`src/rtl/ap_pkg.sv`:
```
// Shared definitions for the saturating adder/subtractor family: FSM state encoding
// and width-derived saturation limits.
package ap_pkg;

    typedef enum logic [1:0] {
        StIdle,
        StRun,
        StDone
    } ap_state_e;

    localparam int unsigned DefaultBitlap = 16;

    // Limits as 64-bit patterns; callers truncate to their own width.
    function automatic logic [63:0] sat_max(int unsigned width);
        return (64'd1 << (width - 1)) - 64'd1;
    endfunction

    function automatic logic [63:0] sat_min(int unsigned width);
        return 64'd1 << (width - 1);
    endfunction

endpackage

```
`src/rtl/ap_sub_accum_if.sv`:
```
// Operand stream, result handshake and control signals of the subtract-accumulator.
interface ap_sub_accum_if #(
    parameter int unsigned BITLAP = 16
);
    logic              start;
    logic [BITLAP-1:0] init;
    logic              in_valid;
    logic              in_ready;
    logic [BITLAP-1:0] in_data;
    logic              in_last;
    logic              out_valid;
    logic              out_ready;
    logic [BITLAP-1:0] out_data;
    logic              out_sat;
    logic              busy;

    modport master (
        output start, init, in_valid, in_data, in_last, out_ready,
        input  in_ready, out_valid, out_data, out_sat, busy
    );

    modport slave (
        input  start, init, in_valid, in_data, in_last, out_ready,
        output in_ready, out_valid, out_data, out_sat, busy
    );
endinterface

```
`src/rtl/ap_subtractor.sv`:
```
// Combinational saturating subtract z = sat(x - y) on two's complement operands.
module ap_subtractor
    import ap_pkg::*;
#(
    parameter int unsigned BITLAP = DefaultBitlap
) (
    input  logic [BITLAP-1:0] x,
    input  logic [BITLAP-1:0] y,
    output logic [BITLAP-1:0] z,
    output logic              ovf
);
    localparam int unsigned       Msb = BITLAP - 1;
    localparam logic [BITLAP-1:0] Max = BITLAP'(sat_max(BITLAP));
    localparam logic [BITLAP-1:0] Min = BITLAP'(sat_min(BITLAP));

    logic [BITLAP-1:0] t;
    logic              pos_o;
    logic              neg_o;

    always_comb begin
        t     = x - y;
        // Overflow only when operand signs differ and the wrapped result flips sign.
        pos_o = !x[Msb] &  y[Msb] &  t[Msb];
        neg_o =  x[Msb] & !y[Msb] & !t[Msb];
        ovf   = pos_o | neg_o;
        if (pos_o) begin
            z = Max;
        end else if (neg_o) begin
            z = Min;
        end else begin
            z = t;
        end
    end

endmodule

```
`src/rtl/ap_sub_accum.sv`:
```
// Streaming saturating subtract-accumulator: acc = init - sum(in_data), clamped each step,
// result and sticky saturation flag returned over a valid/ready handshake.
module ap_sub_accum
    import ap_pkg::*;
#(
    parameter int unsigned BITLAP = DefaultBitlap
) (
    input logic            clk,
    input logic            rst_n,
    ap_sub_accum_if.slave  bus
);
    ap_state_e         state_q, state_d;
    logic [BITLAP-1:0] acc_q, acc_d;
    logic              sat_q, sat_d;
    logic [BITLAP-1:0] step_z;
    logic              step_ovf;
    logic              in_ready;
    logic              beat;

    ap_subtractor #(
        .BITLAP (BITLAP)
    ) u_sub (
        .x   (acc_q),
        .y   (bus.in_data),
        .z   (step_z),
        .ovf (step_ovf)
    );

    assign beat = bus.in_valid & in_ready;

    always_ff @(posedge clk or negedge rst_n) begin
        if (!rst_n) begin
            state_q <= StIdle;
            acc_q   <= '0;
            sat_q   <= 1'b0;
        end else begin
            state_q <= state_d;
            acc_q   <= acc_d;
            sat_q   <= sat_d;
        end
    end

    always_comb begin
        state_d = state_q;
        unique case (state_q)
            StIdle:  if (bus.start) state_d = StRun;
            StRun:   if (beat && bus.in_last) state_d = StDone;
            StDone:  if (bus.out_ready) state_d = StIdle;
            default: state_d = StIdle;
        endcase
    end

    always_comb begin
        acc_d = acc_q;
        sat_d = sat_q;
        if (state_q == StIdle && bus.start) begin
            acc_d = bus.init;
            sat_d = 1'b0;
        end else if (beat) begin
            acc_d = step_z;
            sat_d = sat_q | step_ovf;
        end
    end

    // Outputs decode from registered state only; result fields read as zero outside DONE.
    always_comb begin
        in_ready      = 1'b0;
        bus.out_valid = 1'b0;
        bus.busy      = 1'b0;
        bus.out_data  = '0;
        bus.out_sat   = 1'b0;
        unique case (state_q)
            StRun: begin
                in_ready = 1'b1;
                bus.busy = 1'b1;
            end
            StDone: begin
                bus.out_valid = 1'b1;
                bus.busy      = 1'b1;
                bus.out_data  = acc_q;
                bus.out_sat   = sat_q;
            end
            default: ;
        endcase
    end

    assign bus.in_ready = in_ready;

endmodule

```
`src/flat_wrapper.sv`:
```
// flat-port wrapper written by rule: the top's interface ports become plain ports
module ap_sub_accum_flat import ap_pkg::*;
#(
    parameter int unsigned BITLAP = DefaultBitlap
)
  (clk, rst_n, bus_start, bus_init, bus_in_valid, bus_in_data, bus_in_last, bus_out_ready, bus_in_ready, bus_out_valid, bus_out_data, bus_out_sat, bus_busy);
  ap_sub_accum_if #(.BITLAP(BITLAP)) bus_i ();
  input logic clk;
  input logic rst_n;
  input wire logic [$bits(bus_i.start)-1:0] bus_start;
  input wire logic [$bits(bus_i.init)-1:0] bus_init;
  input wire logic [$bits(bus_i.in_valid)-1:0] bus_in_valid;
  input wire logic [$bits(bus_i.in_data)-1:0] bus_in_data;
  input wire logic [$bits(bus_i.in_last)-1:0] bus_in_last;
  input wire logic [$bits(bus_i.out_ready)-1:0] bus_out_ready;
  output wire logic [$bits(bus_i.in_ready)-1:0] bus_in_ready;
  output wire logic [$bits(bus_i.out_valid)-1:0] bus_out_valid;
  output wire logic [$bits(bus_i.out_data)-1:0] bus_out_data;
  output wire logic [$bits(bus_i.out_sat)-1:0] bus_out_sat;
  output wire logic [$bits(bus_i.busy)-1:0] bus_busy;
  assign bus_i.start = bus_start;
  assign bus_i.init = bus_init;
  assign bus_i.in_valid = bus_in_valid;
  assign bus_i.in_data = bus_in_data;
  assign bus_i.in_last = bus_in_last;
  assign bus_i.out_ready = bus_out_ready;
  assign bus_in_ready = bus_i.in_ready;
  assign bus_out_valid = bus_i.out_valid;
  assign bus_out_data = bus_i.out_data;
  assign bus_out_sat = bus_i.out_sat;
  assign bus_busy = bus_i.busy;
  ap_sub_accum #(.BITLAP(BITLAP)) u_core (.clk(clk), .rst_n(rst_n), .bus(bus_i));
endmodule
```
`config.mk`:
```
export PLATFORM = sky130hd
export DESIGN_NAME = ap_sub_accum_flat
export DESIGN_NICKNAME = d
export VERILOG_FILES = /design/src/rtl/ap_pkg.sv /design/src/rtl/ap_sub_accum_if.sv /design/src/rtl/ap_subtractor.sv /design/src/rtl/ap_sub_accum.sv /design/src/flat_wrapper.sv
export SDC_FILE = /design/constraint.sdc
export NUM_CORES = 1
export LEC_CHECK = 0
export ABC_AREA = 1
export CORE_ASPECT_RATIO = 1.5
export CORE_MARGIN = 2
export CORE_UTILIZATION = 50
export DETAILED_ROUTE_END_ITERATION = 7
export GPL_ROUTABILITY_DRIVEN = 0
export GPL_TIMING_DRIVEN = 0
export PLACE_DENSITY = 0.91
export SYNTH_ARGS = -nofsm -noshare
export SYNTH_HDL_FRONTEND = slang
export SYNTH_SLANG_ARGS = --single-unit
```
`constraint.sdc`:
```
create_clock -name clk -period 2.5 [get_ports clk]
set_input_delay 0.5 -clock clk [delete_from_list [all_inputs] [get_ports clk]]
set_output_delay 0.5 -clock clk [all_outputs]
set_load 0.005 [all_outputs]
```
Word level (Yosys, flattened, before mapping)
Index checks and enable logic that the tools add are counted.
{"block": "word_totals", "ff_bits": 19, "latchBits": 0, "ram_bits": 0, "romBits": 0, "in_bits": 38, "output_inout_bits": 20, "wordCells": 40, "memories": 0}
{"block": "op_classes", "addsub": 1, "n_mul": 0, "div": 0, "magnitude_cmp": 0, "eq_ne": 5, "shift": 0, "muxes": 15, "bitwise_logic": 7, "reduce_logical": 9}
{"operator": "$mux W16", "count": 5}
{"operator": "$sub A16 B16 Y16", "count": 1}
{"operator": "$mux W1", "count": 6}
{"operator": "$mux W2", "count": 3}
{"operator": "$pmux W2 S3", "count": 1}
{"operator": "$and A1 B1 Y1", "count": 5}
{"operator": "$ne A2 B2 Y1 const B", "count": 2}
{"operator": "$logic_not A1 Y1", "count": 3}
{"operator": "$reduce_and A3 Y1", "count": 1}
{"operator": "$eq A2 B1 Y1 const B", "count": 1}
{"operator": "$eq A2 B2 Y1 const B", "count": 1}
{"operator": "$logic_and A1 B1 Y1", "count": 2}
{"operator": "$logic_not A2 Y1", "count": 1}
{"operator": "$ne A2 B1 Y1 const B", "count": 1}
{"operator": "$or A1 B1 Y1", "count": 2}
{"operator": "$reduce_bool A2 Y1", "count": 1}
{"operator": "$reduce_or A2 Y1", "count": 1}

Depth between registers and ports, before layout
Gate-level depths: netlist (run 1).
{"block": "depth", "word_depth": 7, "depth_mapped": 17}

Modules after synthesis
A second synthesis (run 1) with hierarchy kept.
{"block": "unflattened", "hier_cells": 400, "area_unflattened_um2": 2401.1}
{"module": "ap_sub_accum", "n_inst": 1, "cells_per_inst": 183, "area_per_inst_um2": 1257.5}
{"module": "ap_subtractor", "n_inst": 1, "cells_per_inst": 217, "area_per_inst_um2": 1143.6}

Worst setup path before layout (run 1)
No wires, ideal clock.
{"block": "synth_timing", "kind": "input to register", "startpoint": "in bus_in_data[5]", "endpoint": "reg u_core.acc_q[7]", "setup_time_ps": 116, "t_arrival_ps": 1911, "setup_slack_ps": 472, "cell_stages": 15, "path_cell_list": "inv_1 -> ha_1 -> nand2_2 -> inv_1 -> a21oi_1 -> nand2_2 -> nand2_2 -> nand2_1 -> nand2_1 -> nand3_4 -> buf_6 -> nand2_1 -> nand2_1 -> nand2_1 -> nand2_1"}
{"block": "synth_between", "elab_chain_len": 7}
{"element": "start, declared", "line_no": "flat_wrapper.sv:13", "text": "input wire logic [$bits(bus_i.in_data)-1:0] bus_in_data;"}
{"element": "$sub A16 B16 Y16 (*)", "line_no": "ap_subtractor.sv:21", "text": "t = x - y;"}
{"element": "$logic_not A1 Y1", "line_no": "ap_subtractor.sv:24", "text": "neg_o = x[Msb] & !y[Msb] & !t[Msb];"}
{"element": "$and A1 B1 Y1", "line_no": "ap_subtractor.sv:24"}
{"element": "$mux W16", "line_no": "ap_subtractor.sv:28", "text": "end else if (neg_o) begin"}
{"element": "$mux W16 (*)", "line_no": "ap_subtractor.sv:26", "text": "if (pos_o) begin"}
{"element": "$mux W16 (*)", "line_no": "ap_sub_accum.sv:59", "text": "end else if (beat) begin"}
{"element": "$mux W16 (*)", "line_no": "ap_sub_accum.sv:56", "text": "if (state_q == StIdle && bus.start) begin"}
{"element": "end signal, assigned", "line_no": "ap_sub_accum.sv:34", "text": "acc_q <= '0;"}
{"element": "end signal, assigned", "line_no": "ap_sub_accum.sv:38", "text": "acc_q <= acc_d;"}
{"element": "end, declared", "line_no": "ap_sub_accum.sv:13", "text": "logic [BITLAP-1:0] acc_q, acc_d;"}
Mark *: on every way between the ends. The rest lies on a longest branch, timed or not. The select of a mux whose other input is x is not followed.
A chain may end at the register's enable or synchronous reset.

Final worst setup path (run 1)
{"block": "layout_timing", "startpoint": "reg u_core.state_q[0]", "endpoint": "out bus_out_data[9]"}
{"block": "layout_between", "elab_chain_len": 2}
{"element": "start, declared", "line_no": "ap_sub_accum.sv:12", "text": "ap_state_e state_q, state_d;"}
{"element": "start signal, assigned", "line_no": "ap_sub_accum.sv:33", "text": "state_q <= StIdle;"}
{"element": "start signal, assigned", "line_no": "ap_sub_accum.sv:37", "text": "state_q <= state_d;"}
{"element": "$eq A2 B2 Y1", "line_no": "ap_sub_accum.sv:72", "text": "unique case (state_q)"}
{"element": "$mux W16", "line_no": "ap_sub_accum.sv:72"}
{"element": "end, declared", "line_no": "flat_wrapper.sv:18", "text": "output wire logic [$bits(bus_i.out_data)-1:0] bus_out_data;"}
No other way between the ends.

==> results of run 1 <==
-- synth_stat cells --
cell type / count / share of area (%)
o21bai_1: 2 / 0.68
nor2_1: 12 / 2.1
xnor2_1: 1 / 0.40
buf_12: 1 / 0.91
dfrtp_1: 19 / 22
a21oi_4: 1 / 0.74
nor3_1: 1 / 0.23
dlygate4sd1_1: 1 / 0.40
nor3_4: 1 / 0.74
clkbuf_1: 4 / 0.68
xor2_1: 8 / 3.2
nand4_1: 1 / 0.29
inv_1: 76 / 13
o21ai_0: 20 / 4.6
nand3_1: 13 / 3.0
and2_1: 1 / 0.29
inv_2: 1 / 0.17
o221ai_1: 1 / 0.40
buf_6: 1 / 0.51
nand2_2: 8 / 2.3
inv_4: 1 / 0.29
nor4_1: 1 / 0.29
o21a_1: 1 / 0.34
fa_1: 1 / 0.91
a21oi_1: 14 / 3.2
nand3_2: 1 / 0.46
ha_1: 21 / 12
nand2_1: 147 / 25
nand3_4: 1 / 0.80
a21oi_2: 1 / 0.40
-- stage by stage --
stage	std cells	hold slack [ns]	total power [mW]
3_5_place_dp	465	0.4978	3.117
4_1_cts	468	0.5176	3.392
6_report	468	0.5196	3.585
5_1_grt	468	0.5436	3.951
2_1_floorplan	362	0.2044	2.417
3_3_place_gp	465	0.4887	3.023
-- power by group through the flow --
| stage | Sequential, mW | Combinational, mW | Clock [mW] |
|---|---|---|---|
| after global placement | 0.589 | 2.43 | 0 |
| after floorplan | 0.565 | 1.85 | 0 |
| final | 0.625 | 2.73 | 0.232 |
| after global routing | 0.645 | 3.06 | 0.246 |
| after CTS | 0.596 | 2.56 | 0.235 |
| after detailed placement | 0.597 | 2.52 | 0 |
-- area by class of cell --
type	count	area, um2	area share (%)
Inverter	78	295.3	9.842
Tap cell	46	57.56	1.918
Clock buffer	4	45.04	1.501
Multi-Input combinational cell	258	1501	50.04
Timing Repair Buffer	57	570.5	19.02
Buffer	6	55.05	1.835
Sequential cell	19	475.5	15.85
-- per-layer routing --
metal / vias up / GRT usage (%) / share of wire, %
met5: - / 0 / 0
met1: 1063 / 24.79 / 38
met4: 0 / 8.879 / 1.9
met3: 13 / 2.439 / 5.4
li1: 1208 / - / -
met2: 83 / 44.83 / 54
-- layout by cell type, fill, tap and decap left out, types with 2 or more instances in the layout --
cell type	netlist	final
nand2_1	147	143
inv_1	76	76
clkdlybuf4s50_1	0	57
o21ai_0	20	20
dfrtp_1	19	19
a21oi_1	14	13
nand3_1	13	13
nand2_2	8	12
nor2_1	12	11
ha_1	21	10
ha_4	0	9
xor2_1	8	8
clkbuf_1	4	3
clkbuf_8	0	3
a21oi_2	1	2
o21bai_1	2	2
ha_2	0	2
-- path summary, 6_finish.rpt --
check / startpoint / to / slack [ns]
setup / recovery: u_core.state_q[0] / bus_out_data[9] / 0.1
hold / removal: u_core.acc_q[12] / u_core.acc_q[12] / 0.52
setup reg to reg: u_core.state_q[1] / u_core.acc_q[4] / 0.37
hold reg to reg: u_core.acc_q[12] / u_core.acc_q[12] / 0.52
max in group asynchronous: rst_n / u_core.acc_q[12] / 1.16
min in group asynchronous: rst_n / u_core.acc_q[15] / 0.76
-- sequential cells by signal, summed over array words and instances (netlist names) --
signal,flops
u_core.state_q,2
u_core.acc_q,16
u_core.sat_q,1
-- logic make-up (layout without fill, tap and decap cells) --
group | Yosys count | count (layout)
AND/OR/NAND/NOR | 187 | 187
AO/OA/AOI/OAI | 40 | 40
flip-flops | 19 | 19
adder cells (fa/ha/maj) | 22 | 22
buffers and inverters | 85 | 145
XOR/XNOR | 9 | 9
-- worst max-delay path, cell delays in order (launching register included) --
cell	delay (ns)
dfrtp_1	0.39
inv_1	0.16
ha_4	0.24
clkbuf_4	0.24
nand2_1	0.07
inv_1	0.06
clkdlybuf4s50_1	0.48
-- what timing repair did --
item	in CTS	in global routing
buffers inserted	0	0
gates resized for setup	4	18
pin swaps	0	2
setup endpoints to repair	17	18
==> impl_metrics.json, run 1 <==
{
  "power_leakage_nw": 1.761,
  "route.vias.total": 2367,
  "synthMuxAreaShare_pct": 0,
  "grt_max_degree": 20,
  "seq_area_frac_synth_pct": 21.68,
  "wl_um": 5761,
  "maxCapViolations": 0,
  "fin_crit_ns": 2.400,
  "status": "complete, no violations",
  "cts_num_sinks": 19,
  "post-place-ws_ns": -0.2611,
  "die_h_um": 85.12,
  "core_area_um2": 4209,
  "synth_fa_ha_area_share_pct": 12.89,
  "final.fill_count": 333,
  "skew_ns": 0.002758,
  "pwr-share-clk_pct": 6.5,
  "start_kind": "flop",
  "antenna_left": 0,
  "synth_xor_xnor_area_share_pct": 3.594,
  "clock_latency_ns": 0.26,
  "drc_errors": 0,
  "synth-compound-area-share_pct": 10.33,
  "die-area_um2": 4943,
  "synth_area_um2": 2193,
  "hold_path.class": "reg -> reg",
  "drt_first_pass_iters": 4,
  "synth_top_family_by_area": "simple AND/OR/NAND/NOR gates",
  "tns_ns": 0,
  "setup_ws_ns": 0.09994,
  "avgSynthCellArea_um2": 6.059,
  "yosys.cell_types.count": 30,
  "cts_root_buffer": "clkbuf_8",
  "layout.nets": 483,
  "tritoncts": "built",
  "rr_worst_depth": 8,
  "finalSetupViolations": 0,
  "dpl.hpwl_um": 4405,
  "final_core_util_pct": 71.28,
  "vias_per_cell": 5.058,
  "grt_usage_pct": 23.23,
  "start_util_pct": 52.11,
  "cts_buffers": 3,
  "combPwrFrac_pct": 76.1,
  "path_max_fanout": 10,
  "io_buffer_count": 57,
  "whs_path_depth": 2,
  "clk_path_buf_depth": 2,
  "slew_viol_final": 0,
  "finalHoldViolCount": 0,
  "grt_overflow": 0,
  "pwr_density_cell_nw_per_um2": 1195,
  "finalCritPeriodShare_pct": 96.00,
  "worstSetupEndpointType": "primary output",
  "p_seq_share_pct": 17.4,
  "yosys_register_bits": 19,
  "syn-num-nets": 422,
  "crit_required_ns": 2.00,
  "io-pin-count": 58,
  "post_drt_wl_per_cell_um": 12.31,
  "dr.first_iter.drc_count": 112,
  "grt_pass1_wl_um": 9163,
  "irDropWorstVdd_v": 0.0009693,
  "max-slew-margin-rel_pct": 36.30,
  "area_delta_synth_final_pct": 36.79,
  "grt_antenna_before_repair": 0,
  "grt_pass1_vias": 2270,
  "postLayoutCellArea_um2": 3000,
  "p_switching_mw": 1.809,
  "cts-hold-fix-buffers": 0,
  "syn_inst": 362,
  "clk_pin_slew_ns": 0.08,
  "synthSimpleGateAreaFrac_pct": 35.54,
  "p_int_mw": 1.776,
  "die_x_um": 58.08,
  "arrival_ns": 1.90,
  "fmax_mhz": 416.7,
  "crit_type": "reg -> out",
  "worst_pin_slew_ns": 0.9525,
  "cts-htree-levels": 1,
  "n_antenna_cell": 0,
  "yosysWarnings": 0,
  "placed_area_um2": 2821,
  "drive_above_1_share_pct": 9.005,
  "swShare_pct": 50.45,
  "num_rows": 29
}
Power figures use the tool's default switching activity.
==> run 2: changes to the inputs <==
Settings changed: CORE_UTILIZATION 50 to 45, PLACE_DENSITY 0.91 to 0.87.
Clock period 2.5 ns to 2 ns, I/O delays scaled along.
==> run 2 against run 1 <==
Net effect:
- the run now ends with DRC, setup timing left
- global-route usage increased by 9.0 points
- utilization up 6.4 points
- routed wire length up 67%
- combinational power grew 98%
- clock skew increased by 0.0035 ns
- critical endpoint is now u_core.acc_q[10]
- non-clock buffer count up 42
- clock-buffer cell count unchanged
- cell area is 24% higher
- clock power grew 30%
- hold slack improved by 0.027 ns
==> impl_metrics.json, run 2 (synthesis gave the netlist of run 1 again) <==
{
  "cts_buffers": 3,
  "tns_ns": -0.8462,
  "grt_usage_pct": 32.18,
  "crit_required_ns": 2.17,
  "rsz0062_at_grt": "true",
  "crit_chain": "inv_1 -> ha_2 -> inv_2 -> fa_2 -> nand3_2 -> nand2_4 -> nand3_2 -> nand2_2 -> nand2_2 -> nand2_1 -> nand2_1 -> nand2_1 -> nand2_1 -> nand2_2 -> nand2_2 -> nand2_2",
  "hold_path.class": "reg -> reg",
  "rr_worst_depth": 16,
  "final.fill_count": 312,
  "timing.rr.start": "u_core.acc_q[0]",
  "drive_above_1_share_pct": 34.91,
  "post_drt_wl_per_cell_um": 18.13,
  "wl_um": 9610,
  "route.vias.total": 3033,
  "cts_root_buffer": "clkbuf_8",
  "max-slew-margin-rel_pct": 33.12,
  "layout.nets": 525,
  "cts_num_sinks": 19,
  "grt_pass1_wl_um": 13240,
  "crit_type": "reg -> reg",
  "final_core_util_pct": 77.73,
  "final_cell_mix": "nand2_1, inv_1, buf_4",
  "worst_pin_slew_ns": 1.000,
  "timing.rr.end": "u_core.acc_q[10]",
  "min_to": "u_core.acc_q[0]",
  "setup_ws_ns": -0.1214,
  "slew_viol_final": 0,
  "crit_top_cell": "nand2_2",
  "clock_latency_ns": 0.28,
  "post-place-ws_ns": -0.6170,
  "clk_path_buf_depth": 2,
  "wl_met1_um": 3219,
  "holdCritStartpoint": "u_core.acc_q[0]",
  "n_antenna_cell": 0,
  "grt_max_degree": 20,
  "final_common_cell": "nand2_1",
  "dr.first_iter.drc_count": 318,
  "start_kind": "flop",
  "start_util_pct": 45.97,
  "grt_antenna_before_repair": 0,
  "drt_first_pass_iters": 8,
  "die-area_um2": 5460,
  "power_leakage_nw": 2.172,
  "finalSetupViolations": 17,
  "fin_crit_ns": 2.121,
  "largest_registers": "u_core.acc_q x16, u_core.state_q x2, u_core.sat_q x1",
  "finalHoldViolCount": 0,
  "skew_ns": 0.006229,
  "status": "finished, violations left",
  "largest_reg_flops": 16,
  "grt_pass1_vias": 2871,
  "critPathBufInv": 2,
  "worstSetupEndpointType": "flop",
  "dpl.hpwl_um": 4305,
  "crit_family": "simple AND/OR/NAND/NOR gates",
  "violations": "DRC, setup timing",
  "arrival_ns": 2.29,
  "vias_per_cell": 5.723,
  "wl_met3_um": 871,
  "maxCapViolations": 0,
  "path_max_fanout": 4,
  "final_cells": 530,
  "fmax_mhz": 471.4,
  "place_inst": 485,
  "io_buffer_count": 57,
  "r2r_setup_slack_ns": -0.12,
  "drc_errors": 1,
  "tritoncts": "built",
  "die_x_um": 61.01,
  "cpPeakStageDelay_ns": 0.41,
  "clk_pin_slew_ns": 0.09,
  "grt_overflow": 0,
  "whs_path_depth": 2,
  "area_delta_synth_final_pct": 69.08,
  "slowest_stage": "dfrtp_1",
  "irDropWorstVdd_v": 0.0009468,
  "largest-register": "u_core.acc_q",
  "cts-hold-fix-buffers": 0,
  "core_area_um2": 4771,
  "finalCritPeriodShare_pct": 106.1,
  "top_layer": "met4",
  "cts-htree-levels": 1,
  "pwr_density_cell_nw_per_um2": 1759,
  "io-pin-count": 58,
  "die_h_um": 89.51,
  "num_rows": 31,
  "antenna_left": 0,
  "dr_wl_met2_um": 4796
}
[run 2: cell types whose count changed in the layout (fill, tap and decap cells not counted), sizes merged]
cell / previous run / this run
buf: 2 / 44
clkdlybuf4s50: 57 / 24
dlygate4sd2: 0 / 32
clkbuf: 7 / 8
dlygate4sd1: 1 / 0
dlymetal6s2s: 0 / 1
[run 2: final cells by class]
type                       instances  area (um2)  share of cell area (%)
tap                               66       82.58                   2.227
multi-input combinational        258        1837                   49.53
buffer                             5       58.81                   1.586
timing repair buffer             100       908.4                   24.49
inverter                          78       300.3                   8.097
clock buffer                       4       45.04                   1.215
sequential                        19       476.7                   12.85
[run 2: stage by stage]
step                hold WS, ns  instance area (um2)  power [mW]
floorplan                0.1044                 2193       3.021
global placement         0.4900                 2846       3.803
detailed placement       0.4976                 2846       3.898
CTS                      0.5195                 3520       5.461
global route             0.5446                 3709       6.883
finish                   0.5463                 3709       6.525
[run 2: power breakdown]
group | total, mW | internal [mW] | switching [mW]
Clock | 0.302 | 0.143 | 0.159
Sequential | 0.828 | 0.588 | 0.240
Combinational | 5.40 | 2.37 | 3.03
Total | 6.52 | 3.10 | 3.43
[run 2: worst reg2reg max path, cell delays in order, from the launching register on]
cell     delay [ns]
dfrtp_1        0.41
inv_1          0.08
ha_2           0.18
inv_2          0.05
fa_2           0.35
nand3_2        0.09
nand2_4        0.07
nand3_2        0.11
nand2_2        0.10
nand2_2        0.12
nand2_1        0.06
nand2_1        0.07
nand2_1        0.06
nand2_1        0.09
nand2_2        0.06
nand2_2        0.06
nand2_2        0.05
[run 2: repair_timing]
item	in CTS	in global routing
gates resized for setup	124	51
setup endpoints to repair	34	19
endpoints found under the hold margin	0	0
gates cloned	2	0
setup buffers	34	10
pin swaps	24	28
[run 2: routing by layer]
layer,track usage [%],vias to the layer above
met4,19.17,0
met1,35.28,1376
met5,0,-
li1,-,1293
met2,56.60,262
met3,5.065,102
[run 2: worst max-delay path by stage]
| stage | cells past startpoint | startpoint | slack [ns] | to |
|---|---|---|---|---|
| 2_1_floorplan | 15 | bus_in_data[5] | 0.07 | u_core.acc_q[7] |
| 3_3_place_gp | 7 | u_core.state_q[0] | -0.57 | bus_out_data[10] |
| 3_5_place_dp | 7 | u_core.state_q[0] | -0.62 | bus_out_data[10] |
| 4_1_cts | 16 | u_core.acc_q[10] | -0.03 | u_core.acc_q[3] |
| 5_1_grt | 12 | u_core.acc_q[4] | -0.29 | u_core.acc_q[12] |
| 6_report | 16 | u_core.acc_q[0] | -0.12 | u_core.acc_q[10] |
==> run 3: changes to the inputs <==
Settings changed: CORE_UTILIZATION 45 to 46, RECOVER_POWER from default to 25, SYNTH_HIERARCHICAL from default to 1.
==> run 3 against run 2 <==
Net effect:
- the flow finishes with violations (setup timing)
- setup slack worse by 0.050 ns
- clock power down 9.3%
- sequential share of layout area up 0.069 points
- synthesized cell count up 10%
- first-iteration DRC count down 21%
- sequential cell count unchanged
- synthesized area up 9.5%
- hold slack better by 0.013 ns
- final cell count up 7.4%
- critical path depth up 2
- power down 4.3%
==> impl_metrics.json, run 3 <==
{
  "status": "finished, violations left",
  "violations": "setup timing",
  "syn_inst": 400,
  "netlist.top_cell.by_area": "nand2_1",
  "grt_max_degree": 20,
  "largest_registers": "u_core/acc_q x16, u_core/state_q x2, u_core/sat_q x1",
  "path_max_fanout": 3,
  "yosysWarnings": 6,
  "synth_area_um2": 2401,
  "cts_root_buffer": "clkbuf_8",
  "top_layer": "met4",
  "rr_worst_depth": 18,
  "io_buffer_count": 57,
  "hold_path.class": "reg -> reg",
  "finalHoldViolCount": 0,
  "largest_reg_flops": 16,
  "synth_common_cells": "nand2_1, inv_1, nor2_1",
  "worst_pin_slew_ns": 0.9020,
  "fin_hold_ws_ns": 0.5597,
  "setup_ws_ns": -0.1712,
  "arrival_ns": 2.33,
  "cts_num_sinks": 19,
  "grt_pass1_wl_um": 12480,
  "maxCapViolations": 0,
  "synth_edf_count": 0,
  "min_to": "u_core/acc_q[12]",
  "clock_latency_ns": 0.26,
  "slew_viol_final": 0,
  "start_util_pct": 47.22,
  "pwr_density_cell_nw_per_um2": 1657,
  "whs_path_depth": 2,
  "tritoncts": "built",
  "wl_met3_um": 481,
  "synth.area.top_cells": "nand2_1, dfrtp_1, inv_1",
  "timing.rr.start": "u_core/acc_q[0]",
  "worstSetupEndpointType": "flop",
  "dpl.hpwl_um": 5028,
  "final_common_cell": "nand2_1",
  "fin_crit_ns": 2.171,
  "r2r_setup_slack_ns": -0.17,
  "final_cell_mix": "nand2_1, inv_1, buf_4",
  "fmax_mhz": 460.6,
  "vias_per_cell": 5.190,
  "grt_usage_pct": 26.91,
  "yosys_register_bits": 19,
  "finalCritPeriodShare_pct": 108.6,
  "synth_ff_type": "dfrtp_1",
  "start_kind": "flop",
  "yosysMostFrequentCell": "nand2_1",
  "power_leakage_nw": 2.198,
  "syn-num-nets": 461,
  "holdCritStartpoint": "u_core/acc_q[12]",
  "yosys.cell_types.count": 31,
  "area_delta_synth_final_pct": 56.85,
  "rsz0062_at_grt": "true",
  "route.vias.total": 2953,
  "synth_top_area_share_pct": 26.58,
  "drt_first_pass_iters": 5,
  "dr_wl_met2_um": 4519,
  "die-area_um2": 5826,
  "grt_antenna_before_repair": 0,
  "drc_errors": 0,
  "cts_buffers": 3,
  "grt_pass1_vias": 2877,
  "timing.rr.end": "u_core/acc_q[10]",
  "cts-htree-levels": 1,
  "cts-hold-fix-buffers": 0,
  "irDropWorstVdd_v": 0.0009471,
  "post-place-ws_ns": -0.7138,
  "die_x_um": 62.99,
  "io-pin-count": 58,
  "finalSetupViolations": 17,
  "num_rows": 32,
  "layout.nets": 563,
  "seq_area_frac_synth_pct": 19.80,
  "wl_met1_um": 3043,
  "die_h_um": 92.49,
  "skew_ns": 0.001003,
  "max-slew-margin-rel_pct": 39.67,
  "wl_um": 8448,
  "place_inst": 525,
  "async_reset_ff_share_pct": 100.0,
  "crit_required_ns": 2.16,
  "post_drt_wl_per_cell_um": 14.85,
  "core_area_um2": 5085,
  "antenna_left": 0,
  "clk_path_buf_depth": 2,
  "final_cells": 569,
  "n_antenna_cell": 0,
  "clk_pin_slew_ns": 0.07,
  "grt_overflow": 0,
  "crit_type": "reg -> reg",
  "dr.first_iter.drc_count": 251,
  "largest-register": "u_core/acc_q",
  "drive_above_1_share_pct": 33.73,
  "avgSynthCellArea_um2": 6.003
}
## run 3: cell types whose count changed in the layout (fill, tap and decap cells not counted), moves of 12 or more
cell     before  now
nand2_1     101  136
nand2_4      19    6
nor2_1        9   26
o21ai_0      18    1
o21ai_2       0   12
## run 3: power breakdown
group / internal (mW) / leakage, nW / total (mW) / switching (mW)
Combinational: 2.30 / 1.95 / 5.09 / 2.79
Clock: 0.142 / 0.0228 / 0.274 / 0.132
Sequential: 0.605 / 0.222 / 0.877 / 0.272
## run 3: worst max path at each step
stage                                 from          endpoint  cells after the start
final                      u_core/acc_q[0]  u_core/acc_q[10]                     18
after global routing       u_core/acc_q[0]  u_core/acc_q[10]                     18
after CTS                 u_core/acc_q[10]  u_core/acc_q[13]                     16
after detailed placement    bus_in_data[2]  u_core/acc_q[14]                     17
after global placement      bus_in_data[2]  u_core/acc_q[14]                     17
after floorplan             bus_in_data[5]  u_core/acc_q[14]                     16
## run 3: area by class of cell
class,count,area (um2)
Buffer,9,95.09
Timing Repair Buffer,97,849.6
Tap cell,68,85.08
Multi-Input combinational cell,289,1888
Sequential cell,19,486.7
Fill cell,364,1319
Clock buffer,4,45.04
Inverter,83,316.6
## run 3: critical path: stages, from the launching register on
cell and delay (ns):
dfrtp_1 0.40, inv_1 0.07, ha_2 0.16, inv_2 0.05
fa_2 0.41, nand2_2 0.09, nand2_2 0.06, nand3b_1 0.11
nand2_2 0.09, nand2_2 0.09, nand2_1 0.07, nand2_1 0.06
nand2_1 0.07, nand2_2 0.06, nand2_2 0.05, inv_2 0.04
nand2_2 0.04, nand2_2 0.08, o21ai_2 0.06
## run 3: timing repair
action,4_1_cts,5_1_grt
setup buffers,29,9
endpoints found under the setup margin,34,19
pin swaps,48,45
resized for setup,107,41
cloned,2,0
endpoints found under the hold margin,0,0
## run 3: through the flow
stage                     utilization (%)  total power, mW  TNS, ns  instance area, um2
after global placement              60.36            4.194   -11.70                3069
after global routing                74.07            6.712   -3.782                3766
final                               74.07            6.242   -1.872                3766
after floorplan                         -            3.410        0                2414
after CTS                           70.87            5.505   -1.345                3603
after detailed placement            60.36            4.303   -12.79                3069
## run 3: layer usage
metal | GRT usage (%) | up-vias
met4 | 12.96 | 0
li1 | - | 1394
met3 | 3.402 | 41
met5 | 0 | -
met2 | 53.19 | 139
met1 | 26.93 | 1379
## run 3: cell families (layout without fill, tap and decap cells)
| kind of cell | count (synthesis) | after routing | share of synthesized area (%) |
|---|---|---|---|
| flip-flops | 19 | 19 | 19.80 |
| AND/OR/NAND/NOR | 228 | 228 | 40.23 |
| AO/OA/AOI/OAI | 31 | 31 | 8.755 |
| buffers and inverters | 92 | 193 | 16.36 |
| XOR/XNOR | 7 | 7 | 2.553 |
| adder cells (fa/ha/maj) | 23 | 23 | 12.30 |
